$ cat config.mk
export PLATFORM = sky130hd
export DESIGN_NAME = ir_pulse_conditioner
export DESIGN_NICKNAME = d
export VERILOG_FILES = /design/src/rtl/vcr_ir_pkg.sv /design/src/rtl/ir_glitch_filter.sv /design/src/rtl/ir_pulse_conditioner.sv
export SDC_FILE = /design/constraint.sdc
export NUM_CORES = 1
export LEC_CHECK = 0
export BUFFER_PORTS_ARGS = -buffer_cell sky130_fd_sc_hd__buf_2
export CAP_MARGIN = 20
export CORE_AREA = 2 2 77 86
export CTS_CLUSTER_DIAMETER = 120
export DETAILED_ROUTE_END_ITERATION = 16
export DIE_AREA = 0 0 79 88
export PLACE_DENSITY = 0.52
export SLEW_MARGIN = 40
export SYNTH_ARGS = -nofsm -noshare
export SYNTH_HDL_FRONTEND = slang
export SYNTH_SLANG_ARGS = --single-unit
$ cat constraint.sdc
create_clock -name clk -period 2.1 [get_ports clk]
set_input_delay 0.42 -clock clk [delete_from_list [all_inputs] [get_ports clk]]
set_output_delay 0.42 -clock clk [all_outputs]
set_load 0.01 [all_outputs]
$ cat src/rtl/vcr_ir_pkg.sv
// rtl/vcr_ir_pkg.sv - shared types, window constants and classifier for the IR pulse conditioner
package vcr_ir_pkg;

  typedef enum logic [1:0] {
    SYM_ZERO  = 2'b00,
    SYM_ONE   = 2'b01,
    SYM_START = 2'b10,
    SYM_ERROR = 2'b11
  } sym_code_t;

  typedef enum logic [1:0] {
    ST_IDLE  = 2'b00,
    ST_MARK  = 2'b01,
    ST_SPACE = 2'b10,
    ST_STUCK = 2'b11
  } ir_state_t;

  localparam int              LEN_W   = 8;
  localparam logic [LEN_W-1:0] LEN_MAX = 8'd255;

  // Classification windows in ticks, bounds inclusive.
  localparam logic [LEN_W-1:0] START_MARK_MIN  = 8'd80;
  localparam logic [LEN_W-1:0] START_MARK_MAX  = 8'd100;
  localparam logic [LEN_W-1:0] START_SPACE_MIN = 8'd40;
  localparam logic [LEN_W-1:0] START_SPACE_MAX = 8'd50;
  localparam logic [LEN_W-1:0] BIT_MARK_MIN    = 8'd4;
  localparam logic [LEN_W-1:0] BIT_MARK_MAX    = 8'd8;
  localparam logic [LEN_W-1:0] ZERO_SPACE_MIN  = 8'd4;
  localparam logic [LEN_W-1:0] ZERO_SPACE_MAX  = 8'd8;
  localparam logic [LEN_W-1:0] ONE_SPACE_MIN   = 8'd14;
  localparam logic [LEN_W-1:0] ONE_SPACE_MAX   = 8'd20;

  // First matching window wins; anything unmatched is an error symbol.
  function automatic sym_code_t classify(input logic [LEN_W-1:0] mark_len,
                                         input logic [LEN_W-1:0] space_len);
    sym_code_t code;
    if (mark_len >= START_MARK_MIN && mark_len <= START_MARK_MAX &&
        space_len >= START_SPACE_MIN && space_len <= START_SPACE_MAX)
      code = SYM_START;
    else if (mark_len >= BIT_MARK_MIN && mark_len <= BIT_MARK_MAX &&
             space_len >= ZERO_SPACE_MIN && space_len <= ZERO_SPACE_MAX)
      code = SYM_ZERO;
    else if (mark_len >= BIT_MARK_MIN && mark_len <= BIT_MARK_MAX &&
             space_len >= ONE_SPACE_MIN && space_len <= ONE_SPACE_MAX)
      code = SYM_ONE;
    else
      code = SYM_ERROR;
    return code;
  endfunction

endpackage

$ cat src/rtl/ir_glitch_filter.sv
// rtl/ir_glitch_filter.sv - 2-flop synchronizer plus persistence filter for the raw IR line
//   clk   : system tick clock
//   rst_n : asynchronous active-low reset, forces idle (high) level
//   ir    : raw IR line, asynchronous to clk
//   level : filtered level, changes GLITCH_TICKS cycles after the synchronized input settles
module ir_glitch_filter #(
  parameter int GLITCH_TICKS = 2
) (
  input  logic clk,
  input  logic rst_n,
  input  logic ir,
  output logic level
);

  localparam int            CW       = (GLITCH_TICKS > 1) ? $clog2(GLITCH_TICKS) : 1;
  localparam logic [CW-1:0] CNT_LAST = CW'(GLITCH_TICKS - 1);

  logic [1:0]    sync_q;
  logic [CW-1:0] cnt_q;

  always_ff @(posedge clk or negedge rst_n) begin
    if (!rst_n) begin
      sync_q <= 2'b11;
      level  <= 1'b1;
      cnt_q  <= '0;
    end else begin
      sync_q <= {sync_q[0], ir};
      // Any sample that agrees with the current level restarts the run.
      if (sync_q[1] != level) begin
        if (cnt_q == CNT_LAST) begin
          level <= sync_q[1];
          cnt_q <= '0;
        end else begin
          cnt_q <= cnt_q + 1'b1;
        end
      end else begin
        cnt_q <= '0;
      end
    end
  end

endmodule

$ cat src/rtl/ir_pulse_conditioner.sv
// rtl/ir_pulse_conditioner.sv - IR mark/space decoder with symbol FIFO
//   clk       : 10 kHz tick clock
//   rst_n     : asynchronous active-low reset
//   IR        : raw demodulated IR line, idle high, low = mark
//   sym_valid : symbol FIFO non-empty
//   sym_ready : consumer takes the head symbol when high with sym_valid
//   sym_code  : head symbol (ZERO/ONE/START/ERROR)
//   line_idle : high while no frame is in progress
//   overflow  : sticky, a symbol was dropped on a full FIFO
module ir_pulse_conditioner
  import vcr_ir_pkg::*;
#(
  parameter int GLITCH_TICKS = 2,
  parameter int IDLE_TICKS   = 200
) (
  input  logic       clk,
  input  logic       rst_n,
  input  logic       IR,
  output logic       sym_valid,
  input  logic       sym_ready,
  output logic [1:0] sym_code,
  output logic       line_idle,
  output logic       overflow
);

  // Space count at which one more tick would reach IDLE_TICKS.
  localparam logic [LEN_W-1:0] SPACE_LAST = LEN_W'(IDLE_TICKS - 1);
  localparam logic [LEN_W-1:0] MARK_LAST  = LEN_MAX - 8'd1;

  logic level;
  logic level_d;
  logic fall;
  logic rise;

  ir_glitch_filter #(
    .GLITCH_TICKS(GLITCH_TICKS)
  ) u_filter (
    .clk   (clk),
    .rst_n (rst_n),
    .ir    (IR),
    .level (level)
  );

  assign fall = level_d & ~level;
  assign rise = ~level_d & level;

  // ---------------- FSM ----------------
  ir_state_t        state_q, state_n;
  logic [LEN_W-1:0] cnt_q, cnt_n;
  logic [LEN_W-1:0] mark_q, mark_n;
  logic             push;
  sym_code_t        push_code;

  always_ff @(posedge clk or negedge rst_n) begin
    if (!rst_n) begin
      state_q <= ST_IDLE;
      cnt_q   <= '0;
      mark_q  <= '0;
      level_d <= 1'b1;
    end else begin
      state_q <= state_n;
      cnt_q   <= cnt_n;
      mark_q  <= mark_n;
      level_d <= level;
    end
  end

  always_comb begin
    state_n   = state_q;
    cnt_n     = cnt_q;
    mark_n    = mark_q;
    push      = 1'b0;
    push_code = SYM_ZERO;
    case (state_q)
      ST_IDLE: begin
        if (fall) begin
          state_n = ST_MARK;
          cnt_n   = 8'd1;
        end
      end
      ST_MARK: begin
        if (rise) begin
          mark_n  = cnt_q;
          state_n = ST_SPACE;
          cnt_n   = 8'd1;
        end else if (cnt_q == MARK_LAST) begin
          // Line held low too long: report once, then wait for release.
          cnt_n     = LEN_MAX;
          push      = 1'b1;
          push_code = SYM_ERROR;
          state_n   = ST_STUCK;
        end else begin
          cnt_n = cnt_q + 8'd1;
        end
      end
      ST_SPACE: begin
        if (fall) begin
          push      = 1'b1;
          push_code = classify(mark_q, cnt_q);
          state_n   = ST_MARK;
          cnt_n     = 8'd1;
        end else if (cnt_q == SPACE_LAST) begin
          // Frame over; the pending mark was the stop mark and is discarded.
          state_n = ST_IDLE;
          cnt_n   = '0;
        end else if (cnt_q != LEN_MAX) begin
          cnt_n = cnt_q + 8'd1;
        end
      end
      ST_STUCK: begin
        if (rise) begin
          state_n = ST_IDLE;
          cnt_n   = '0;
        end
      end
      default: begin
        state_n = ST_IDLE;
        cnt_n   = '0;
      end
    endcase
  end

  always_comb begin
    line_idle = (state_q == ST_IDLE);
  end

  // ---------------- 2-entry symbol FIFO ----------------
  logic [1:0] mem_q [2];
  logic       rd_q;
  logic       wr_q;
  logic [1:0] count_q;
  logic       ovf_q;
  logic       full;
  logic       pop;
  logic       do_push;

  assign full    = (count_q == 2'd2);
  assign pop     = sym_valid & sym_ready;
  // A pop in the same cycle frees the slot, so a full FIFO still accepts.
  assign do_push = push & (~full | pop);

  always_ff @(posedge clk or negedge rst_n) begin
    if (!rst_n) begin
      mem_q[0] <= 2'b00;
      mem_q[1] <= 2'b00;
      rd_q     <= 1'b0;
      wr_q     <= 1'b0;
      count_q  <= 2'd0;
      ovf_q    <= 1'b0;
    end else begin
      if (do_push) begin
        mem_q[wr_q] <= push_code;
        wr_q        <= ~wr_q;
      end
      if (pop) begin
        rd_q <= ~rd_q;
      end
      case ({do_push, pop})
        2'b10:   count_q <= count_q + 2'd1;
        2'b01:   count_q <= count_q - 2'd1;
        default: count_q <= count_q;
      endcase
      if (push && full && !pop) begin
        ovf_q <= 1'b1;
      end
    end
  end

  assign sym_valid = (count_q != 2'd0);
  assign sym_code  = mem_q[rd_q];
  assign overflow  = ovf_q;

endmodule
==> impl_metrics.yaml <==
drt:
  dr.first_iter.drc_count: 85
  postRouteAntennaNets: 0
  drt_wl_total_um: 3910
  detail_route.first_pass.iterations: 4
  vias: 1440
  wl_per_cell_um: 13.5
  post_drt_via_cell_ratio: 4.98
  remaining_drc_errors: 0
timing:
  rsz0062_at_grt: "no"
  setup-violations-final: 0
  worstMarginPinSlew_ns: 0.488
  timing_max_transition_violations_final: 0
  max_slew_margin_pct: 67.4
  totalNegativeSetupSlack_ns: 0
  final_hold_viol_count: 0
  finClkSkew_ns: 0.00525
  final_worst_path_period_share_pct: 89.9
  achievable-frequency_mhz: 529
  timing.final.crit_period_ns: 1.89
critical_path:
  critical_path.cell_chain: "inv_1, ha_1, and3_1, a41oi_1, nor2_2, inv_1, ha_1, nor2_1, xnor2_1"
  timing.critical_path.required_ns: 2.30
  worst_setup_path_end_kind: "register"
  timing.critical_path.slowest_cell_delay_ns: 0.38
  cp.arrival_ns: 2.09
  worstSetupPathType: "register to register"
  critical_path_peak_fanout: 4
  worst_path_max_delay_cell: "sky130_fd_sc_hd__dfrtp_1"
  worstRegToRegCells: 9
  cp-start-kind: "register"
die:
  floorplan.die.height_um: 88
  core.rowCount: 30
  starting_density_of_the_core_pct: 29.3
  core-area_sq_um: 6080
  die_extent_in_x_um: 79
  ioPinCount: 9
  dieArea_sq_um: 6950
clocking:
  clock_sink_count: 32
  clkLatencyLatePin_ns: 0.28
  htree_num_levels: 2
  cts_hold_buffers: 0
  cts.root.buffer_cell: "sky130_fd_sc_hd__clkbuf_8"
  path_clk_slew_ns: 0.07
  cts-root-to-sink-buffers: 2
  cts-buffers-inserted: 5
  tritoncts: "done"
logic_synthesis:
  synthFlopType: "sky130_fd_sc_hd__dfrtp_1"
  synth.ff_latch_count: 32
  synth_cells: 181
  postSynthAreaPerCell_sq_um: 9.84
  asyncSetResetFlopFracSynth_pct: 100
  synthesis_warnings: 0
  post_synth_instance_area_sq_um: 1780
  synth_seq_area_share_pct: 45.2
  synth-edff-count: 0
  synth_fp_nets: 193
  ys_types: 45
  post-synth-top-area-cell: "sky130_fd_sc_hd__dfrtp_1"
  synth_top_cells_by_area: "sky130_fd_sc_hd__dfrtp_1 (39%), sky130_fd_sc_hd__dfstp_2 (5.9%), sky130_fd_sc_hd__ha_1 (5.6%)"
  post-synth-top-area-fraction_pct: 39.3
global_routing:
  first_pass_grt_wire_length_um: 6730
  grt_max_degree: 33
  global_route_total_usage_across_every_layer_pct: 12.3
  number_of_global_route_vias_before_repair: 1377
  antenna_violations_before_repair: 0
  grt-ovfl-total: 0
power:
  power_density_nw_per_um2: 1280
  post_route_total_power_w: 0.00267
  max-vdd-ir-drop_mv: 0.623
  power_leakage_nw: 0.888
place:
  portBuffers: 8
  total_half_perimeter_wirelength_after_legalization_and_detailed_placement_um: 2890
  globalplace.congestion: 0.748
  placedCellCount: 280
flow_run:
  max_cap_violations: 0
finish:
  post_route_cells_drive_above_1_share_pct: 23.4
  layout.nets: 220
  syn_to_final_growth_pct: 17.6
  finish.cell_count_without_fillers: 289
  diodes: 0
status:
  run_status: "complete, no violations"
hold_path:
  holdCritPathClass: "primary input to asynchronous set/reset pin"
-- registers in the layout (all words and copies together) (netlist names), 2 cells and up --
signal / cells
mark_q: 8
u_filter.sync_q: 2
count_q: 2
cnt_q: 8
mem_q: 4
state_q: 2
-- cells in the final DEF, fill, tap and decap left out, drive strengths merged, types with 3 or more instances in the layout --
cell / count
dfrtp: 28
buf: 25
nand2: 16
nor2: 15
o21ai: 14
a21oi: 12
inv: 9
a31oi: 8
ha: 8
mux2: 7
clkbuf: 7
nand3: 5
xnor2: 4
dfstp: 4
a41oi: 3
and2: 3
nand4: 3
nor4: 3
nor3: 3
o211ai: 3
-- layer usage --
| layer | track usage (%) | part of all wire (%) | up-vias |
|---|---|---|---|
| met3 | 2.78 | 2.1 | 6 |
| li1 | - | - | 721 |
| met2 | 19.3 | 45 | 18 |
| met4 | 4.55 | 1.9 | 0 |
| met5 | 0 | 0 | - |
| met1 | 16.7 | 51 | 695 |
-- what timing repair did --
| action | CTS | global route |
|---|---|---|
| resized for setup | 0 | 2 |
| setup buffers | 0 | 1 |
| endpoints found under the setup margin | 0 | 2 |
-- power by group --
group	leakage [nW]	internal (W)	total, W	switching [W]
Combinational	0.439	0.000580	0.00125	0.000667
Clock	0.0422	0.000232	0.000455	0.000222
Sequential	0.407	0.000812	0.000972	0.000160
Total	0.888	0.00162	0.00267	0.00105
-- synthesized netlist by cell type (all sizes together) (4+ instances only) --
library cell and instances:
ha 8, inv 9, xnor2 4, nand3 5, mux2 7, dfstp 4
a21oi 12, o21ai 14, a31oi 8, nor2 15, nand2 16, dfrtp 28
-- kinds of logic (layout without fill, tap and decap cells) --
group / count (synthesis) / after routing / synth area share [%]
AOI/OAI and AO/OA: 54 / 54 / 20.5
xor gates and xnor gates: 6 / 6 / 2.95
adders and majority gates: 8 / 8 / 5.62
buffers and inverters: 14 / 42 / 4.28
DFF: 32 / 32 / 45.2
muxes: 7 / 7 / 4.42
and+or+nand+nor: 60 / 60 / 17.0
-- area by class of cell --
class / count / area (sq um)
timing repair buffer: 25 / 170
multi-input combinational: 135 / 902
clock inverter: 1 / 5.00
tap: 80 / 100
inverter: 9 / 33.8
clock buffer: 7 / 76.3
sequential: 32 / 807
fill: 649 / 3990
-- worst max-delay path: cells and delay by family (launching register included) --
kind                       cells  cell delay [ns]
DFF                            1             0.38
and+or+nand+nor                3             0.53
adders and majority gates      2             0.46
xor gates and xnor gates       1             0.12
buffers and inverters          2             0.14
AOI/OAI and AO/OA              1             0.16
-- per-stage QoR --
stage	cell area [sq um]	worst slack (ns)	hold slack, ns	utilization [%]
after CTS	2080	0.124	0.219	34.2
after floorplan	1780	0.180	0.124	-
after global routing	2090	0.000154	0.104	34.4
final	2090	0.211	0.0743	34.4
after global placement	2000	0.194	0.346	32.9
after detailed placement	2000	0.124	0.347	32.9
-- final timing paths --
path	startpoint	end	slack, ns
min	rst_n	mark_q[5]	0.07
min in group clk	IR	u_filter.sync_q[0]	0.24
max reg2reg	cnt_q[0]	count_q[1]	0.21
min reg2reg	u_filter.sync_q[0]	u_filter.sync_q[1]	0.36
max in group asynchronous	rst_n	level_d	1.70
max	cnt_q[0]	count_q[1]	0.21
Power figures use the tool's default switching activity.
